[src/rtl/johnson_counter_gen_if.sv]
// Control/status bundle for johnson_counter_gen: step/load controls in, state and flags out.
interface johnson_counter_gen_if #(
  parameter int WIDTH = 4
);
  localparam int PW = $clog2(2*WIDTH);

  logic             en;
  logic             dir;
  logic             mode;
  logic             load;
  logic [WIDTH-1:0] load_val;
  logic [WIDTH-1:0] count;
  logic [PW-1:0]    phase;
  logic             wrap;
  logic             err;

  modport master (
    output en, dir, mode, load, load_val,
    input  count, phase, wrap, err
  );

  modport slave (
    input  en, dir, mode, load, load_val,
    output count, phase, wrap, err
  );
endinterface

[src/rtl/johnson_counter_gen.sv]
// WIDTH-bit Johnson/ring sequence generator with bidirectional stepping, parallel load,
// illegal-state self-correction, combinational phase decode and a registered wrap pulse.
module johnson_counter_gen #(
  parameter int WIDTH = 4
) (
  input  logic                 clk,
  input  logic                 rst,
  johnson_counter_gen_if.slave bus
);
  localparam int PW = $clog2(2*WIDTH);
  localparam logic [WIDTH-1:0] HOME = WIDTH'(1);

  logic [WIDTH-1:0] count_q;
  logic             wrap_q;
  logic             err_q;
  logic [WIDTH-1:0] step_val;
  logic             count_legal;
  logic             load_legal;
  logic [PW-1:0]    phase_c;

  // Johnson-legal values are a run of ones anchored at the LSB (including all-zero)
  // or, equivalently for the inverted value, a run of ones anchored at the MSB.
  function automatic logic is_legal(input logic [WIDTH-1:0] v, input logic m);
    logic [WIDTH-1:0] nv;
    nv = ~v;
    if (m)
      is_legal = (v != '0) && ((v & (v - HOME)) == '0);
    else
      is_legal = ((v & (v + HOME)) == '0) || ((nv & (nv + HOME)) == '0);
  endfunction

  always_comb begin
    count_legal = is_legal(count_q, bus.mode);
    load_legal  = is_legal(bus.load_val, bus.mode);
  end

  always_comb begin
    step_val = count_q;
    if (!bus.dir)
      step_val = {count_q[WIDTH-2:0], bus.mode ? count_q[WIDTH-1] : ~count_q[WIDTH-1]};
    else
      step_val = {bus.mode ? count_q[0] : ~count_q[0], count_q[WIDTH-1:1]};
  end

  always_comb begin
    phase_c = '0;
    if (count_legal) begin
      if (bus.mode) begin
        for (int i = 0; i < WIDTH; i++)
          if (count_q[i]) phase_c = PW'(i);
      end else if (count_q[WIDTH-1]) begin
        phase_c = PW'(2*WIDTH - $countones(count_q));
      end else begin
        phase_c = PW'($countones(count_q));
      end
    end
  end

  always_ff @(posedge clk) begin
    if (rst) begin
      count_q <= HOME;
      err_q   <= 1'b0;
      wrap_q  <= 1'b0;
    end else begin
      wrap_q <= 1'b0;
      if (bus.load) begin
        if (load_legal) begin
          count_q <= bus.load_val;
          err_q   <= 1'b0;
        end else begin
          count_q <= HOME;
          err_q   <= 1'b1;
        end
      end else if (!count_legal) begin
        count_q <= HOME;
        err_q   <= 1'b1;
      end else if (bus.en) begin
        count_q <= step_val;
        wrap_q  <= (step_val == HOME);
      end
    end
  end

  assign bus.count = count_q;
  assign bus.phase = phase_c;
  assign bus.wrap  = wrap_q;
  assign bus.err   = err_q;
endmodule

[src/flat_wrapper.sv]
// flat-port wrapper written by rule: the top's interface ports become plain ports
module johnson_counter_gen_flat 
#(
  parameter int WIDTH = 4
)
  (clk, rst, bus_en, bus_dir, bus_mode, bus_load, bus_load_val, bus_count, bus_phase, bus_wrap, bus_err);
  johnson_counter_gen_if #(.WIDTH(WIDTH)) bus_i ();
  input  logic clk;
  input  logic rst;
  input wire logic [$bits(bus_i.en)-1:0] bus_en;
  input wire logic [$bits(bus_i.dir)-1:0] bus_dir;
  input wire logic [$bits(bus_i.mode)-1:0] bus_mode;
  input wire logic [$bits(bus_i.load)-1:0] bus_load;
  input wire logic [$bits(bus_i.load_val)-1:0] bus_load_val;
  output wire logic [$bits(bus_i.count)-1:0] bus_count;
  output wire logic [$bits(bus_i.phase)-1:0] bus_phase;
  output wire logic [$bits(bus_i.wrap)-1:0] bus_wrap;
  output wire logic [$bits(bus_i.err)-1:0] bus_err;
  assign bus_i.en = bus_en;
  assign bus_i.dir = bus_dir;
  assign bus_i.mode = bus_mode;
  assign bus_i.load = bus_load;
  assign bus_i.load_val = bus_load_val;
  assign bus_count = bus_i.count;
  assign bus_phase = bus_i.phase;
  assign bus_wrap = bus_i.wrap;
  assign bus_err = bus_i.err;
  johnson_counter_gen #(.WIDTH(WIDTH)) u_core (.clk(clk), .rst(rst), .bus(bus_i));
endmodule
[config.mk]
export PLATFORM = sky130hd
export DESIGN_NAME = johnson_counter_gen_flat
export DESIGN_NICKNAME = d
export VERILOG_FILES = /design/src/rtl/johnson_counter_gen_if.sv /design/src/rtl/johnson_counter_gen.sv /design/src/flat_wrapper.sv
export SDC_FILE = /design/constraint.sdc
export NUM_CORES = 1
export LEC_CHECK = 0
export BUFFER_PORTS_ARGS = -buffer_cell sky130_fd_sc_hd__buf_4
export CAP_MARGIN = 0
export CORE_MARGIN = 2
export CORE_UTILIZATION = 50
export DETAILED_ROUTE_END_ITERATION = 6
export PLACE_DENSITY = 0.73
export SETUP_SLACK_MARGIN = 0.15
export SYNTH_ARGS = -nofsm -noshare
export SYNTH_HDL_FRONTEND = slang
export SYNTH_SLANG_ARGS = --single-unit
export TNS_END_PERCENT = 5
[constraint.sdc]
create_clock -name clk -period 2.9 [get_ports clk]
set_input_delay 0.29 -clock clk [delete_from_list [all_inputs] [get_ports clk]]
set_output_delay 0.29 -clock clk [all_outputs]
set_load 0.05 [all_outputs]
* Yosys cells after proc, flatten, opt, wreduce, memory -nomap -nowiden
Cells that the tools add are included.
Storage, ports and cells: flip-flop bits (word level) 6, input port bits 10, output and inout bits 9, word-level logic and storage cells 59
Cells by class: add/sub/neg operators 10, equal/unequal tests 3, mux-type cells 18, bitwise operators 12, reductions and logical operators 13
Operators with widths (count):
- $and 4x4->4 | 6
- $logic_not 4->1 | 6
- $mux 4 | 5
- $add 4x1->4 const B | 4
- $mux 3 | 3
- $mux 1 | 8
- $not 4->4 | 2
- $reduce_bool 4->1 | 2
- $sub 4x1->4 const B | 2
- $add 1x1->2 | 2
- $eq 4x1->1 const B | 1
- $mux 2 | 2
- $not 1->1 | 4
- $reduce_or 4->1 | 1
- $add 3x3->3 | 1
- $ne 3x3->1 const B | 1
- $sub 1x3->3 const A | 1
- $logic_and 1x1->1 | 2
- $logic_or 1x1->1 | 2
- $ne 2x2->1 const B | 1

* Depth between registers and ports, before layout
depth in word-level cells 8, mapped depth 10, depth with buffers taken out 9

* Worst setup path before layout
Ideal clock, no wire load.
path kind register -> output, from reg u_core.count_q[0], in the netlist u_core.bus.count[0], to out bus_phase[1], data arrival time 3468 ps, required time 2610 ps, slack -858 ps, cell stages (with the launch flop) 9, buffers on the path 0, cell sequence dfxtp_1 inv_1 ha_1 ha_1 inv_1 fa_1 ha_1 a211oi_1 a211oi_1
On the way: word-level cells in the longest chain between the ends 7, elaborated cells between the ends (all ways) 20, those cells by class 6 x add/sub; 4 x mux; 4 x bitwise; 6 x reduce/logical
Ends and longest elaborated chain:
- start, declared | RTL line johnson_counter_gen.sv:13 | logic [WIDTH-1:0] count_q;
- start signal, assigned | RTL line johnson_counter_gen.sv:68 | count_q <= bus.load_val;
- start signal, assigned | RTL line johnson_counter_gen.sv:78 | count_q <= step_val;
- branches (longest 6 deep; another with $add 3x3->3)
- $mux 3 (*) | RTL line johnson_counter_gen.sv:47 | if (count_legal) begin
- end, declared | RTL line flat_wrapper.sv:16 | output wire logic [$bits(bus_i.phase)-1:0] bus_phase;
Every way passes the cells marked *.

* Worst setup path after layout
from reg u_core.count_q[2], in the netlist u_core.bus.count[2], to out bus_phase[2]
The elaborated chain is that of the path after synthesis.

==> out/results.tsv <==
stage	metric	value	unit
place	io_buffers	18	
setup_path	crit_path_start	u_core.bus.count[2]$_SDFFE_PP0P_	
floorplan	core_area	0.00154	mm²
layout	drive_gt1_share	50.4	%
grt	grt_pass1_wl	3.73	mm
setup_path	critPathTopFamily	adder cells	
synth	yosys_warnings	0	
worst_hold_path	worstHoldStart	rst	
power	powerDensity	441	mW/mm²
routing	via_count	837	
grt	grt.met2_usage	44.9	%
grt	first_global_vias	824	
grt	grt_use_met3	7.20	%
routing	routed_via_density	6.02	
synth	netlist_area	847	µm²
sta	skew	10.8	ps
clock_network	cts_made_buffers	3	
clock_network	clk_pin_slew	50	ps
layout	layout_common_cells	22 x buf_4, 9 x nor2_1, 5 x nand3_1, 5 x ha_1	
clock_network	ctsRootBufferMaster	clkbuf_4	
floorplan	fp.dieH	45.2	µm
setup_path	criticalPathCategory	register to primary output	
clock_network	clock_path_buffers	2	
sta	tightest_slew	327	ps
synth	synth.largest_area_cell	dfxtp_1	
routing	wl	2.22	mm
routing	ant_nets	0	
layout	layout_commonest_cell	buf_4	
run_status	status	complete, no violations	
sta	final.setup.worst_slack	189	ps
clock_network	clkLatencyLatePin	260	ps
clock_network	cts_sinks	6	
synth	synth_area_leaders	dfxtp_1 14%, ha_1 13%, a211oi_1 4.4%	
sta	slew_viol_final	0	
layout	syn_to_final_growth	38.0	%
power	internal-power	0.281	mW
place	dp_hpwl	1.55	mm
floorplan	dieArea	0.00204	mm²
synth	netlist.area_leader.share	14.2	%
place	gp_congestion	0.848	
flow_run	cap_violations	0	
synth	synth_edf_count	0	
grt	gr-usage-all-layers	25.4	%
power	leakage	0.481	nW
sta	fin_crit_sh	93.5	%
setup_path	startpoint_type	register	
setup_path	crit_fanout	4	
sta	setup_viol	0	
setup_path	critPathSlowestCell	fa_2	
setup_path	cp.arrival	2420	ps
power	pwr-share-seq	19.0	%
sta	maxSlewHeadroom	78.2	%
setup_path	path_cells	inv_4 > ha_4 > ha_4 > inv_2 > fa_2 > ha_4 > nand2b_4 > xnor2_4 > nor3_4 > buf_6	
floorplan	start_util	55.0	%
clock_network	cts_tree	built	
floorplan	rows	14	
sta	finalHoldViolations	0	
power	clock_power_share	16.3	%
sta	rsz0062_at_grt	true	
layout	diodes	0	
routing	post-route-drc-count	0	
power	p_sw_share	45.4	%
place	dp_slack	241	ps
routing	drt-pass1-iter-count	4	
routing	wire_per_inst	16.0	µm
grt	grtUsageMet1	29.2	%
synth	synth_cell_type_count	42	
grt	antenna_found_initial	0	
routing	drtIter0Drc	24	
grt	grt_max_degree	19	
synth	yosysSeqAreaShare	14.2	%
setup_path	worstReg2RegStart	u_core.bus.count[1]$_SDFFE_PP0P_	
setup_path	crit_path_end_kind	primary output	
floorplan	ios	19	
sta	tns	0	ps
synth	synth_flop_cell	dfxtp_1	
worst_hold_path	hold_class	input pin to register	
power	peakVddDrop	0.000364	V
synth	syn_nets	122	
grt	grt.overflow.total	0	
sta	fmax	0.369	GHz
grt	busiest_layer	met2	
power	power_frac_comb	64.7	%
setup_path	cp_slowest_stage_delay	460	ps
setup_path	required	2610	ps
sta	fin_crit	2710	ps
setup_path	timing.critical_path.buf_inv	3	
layout	finalNetCount	145	
floorplan	die_w	45.2	µm
clock_network	cts.htree.levels	1	
setup_path	path_common_cell	ha_4	
power	switchingPower	0.234	mW
synth	synth.avg_cell_area	8.30	µm²
synth	netlist_instances	102	
synth	synth_seq_cells	6	
clock_network	holdBufCountCts	0	
synth	async_flop_share	0	%
-- metrics by stage --
stage | utilization, % | std cells | cell area, µm² | total power [mW] | hold WS (ps)
2_1_floorplan | - | 102 | 932 | 0.317 | 354
3_3_place_gp | 67.6 | 131 | 1040 | 0.372 | 464
3_5_place_dp | 67.6 | 131 | 1040 | 0.379 | 460
5_1_grt | 75.8 | 139 | 1170 | 0.551 | 255
6_report | 75.8 | 139 | 1170 | 0.516 | 257
4_1_cts | 72.1 | 139 | 1110 | 0.480 | 252
-- layout make-up --
| cell class | instances | area, µm² |
|---|---|---|
| clock buffer | 3 | 22.5 |
| sequential | 6 | 135 |
| multi-input combinational | 81 | 759 |
| timing repair buffer | 24 | 188 |
| inverter | 9 | 43.8 |
| fill | 119 | 373 |
| tap | 16 | 20.0 |
-- worst paths after layout --
kind,slack (ps),end,depth (start not counted)
max,190,bus_phase[2],10
min reg2reg,470,u_core.bus.err$_SDFFE_PP0P_,1
min,260,u_core.bus.count[3]$_SDFFE_PP0P_,2
max reg2reg,1020,u_core.bus.count[0]$_SDFFE_PP1P_,8
-- logic make-up after synthesis --
group / after synthesis / share of synthesized area [%]
xor+xnor: 4 / 4.14
mux: 3 / 3.55
simple gates: 43 / 33.2
compound gates: 21 / 19.8
fa+ha+maj: 10 / 15.7
buf+inv: 15 / 9.45
flops: 6 / 14.2
-- power groups by stage --
stage          Sequential (mW)  Combinational, mW  Clock [mW]
3_3_place_gp             0.108              0.264           0
6_report                0.0982              0.334      0.0838
2_1_floorplan            0.129              0.188           0
5_1_grt                 0.0990              0.363      0.0898
3_5_place_dp             0.108              0.271           0
4_1_cts                 0.0962              0.299      0.0853
-- registers in the layout, indices dropped and copies added (netlist names) --
name,count
u_core.bus.wrap,1
u_core.bus.count,4
u_core.bus.err,1
-- Yosys cell counts (2+ instances only) --
library cell and count:
nor3b_2 2, mux2i_1 3, ha_1 9, a2bb2oi_1 2, nand3_1 5, nor2_1 9
xnor2_1 3, and2b_1 2, clkbuf_1 2, dfxtp_1 6, nand2_1 3, nand4_1 4
nor3_1 4, and3_1 2, inv_1 9, buf_6 3, a21oi_1 4, o21a_1 2
a211oi_1 5
-- metal layers --
metal  vias to the layer above  wire (µm)  share of wire (%)
met5                         -          0                  0
met4                         0          0                  0
met3                         0        163                7.3
met2                        32       1180                 53
met1                       392        876                 39
li1                        413          -                  -
-- repair_timing --
item                                    in CTS  in global routing
endpoints found under the setup margin       2                  2
buffers inserted                             5                  0
gates resized for setup                      2                 12
pin swaps                                    3                  4
No activity file was read; power rests on OpenSTA's default activity.
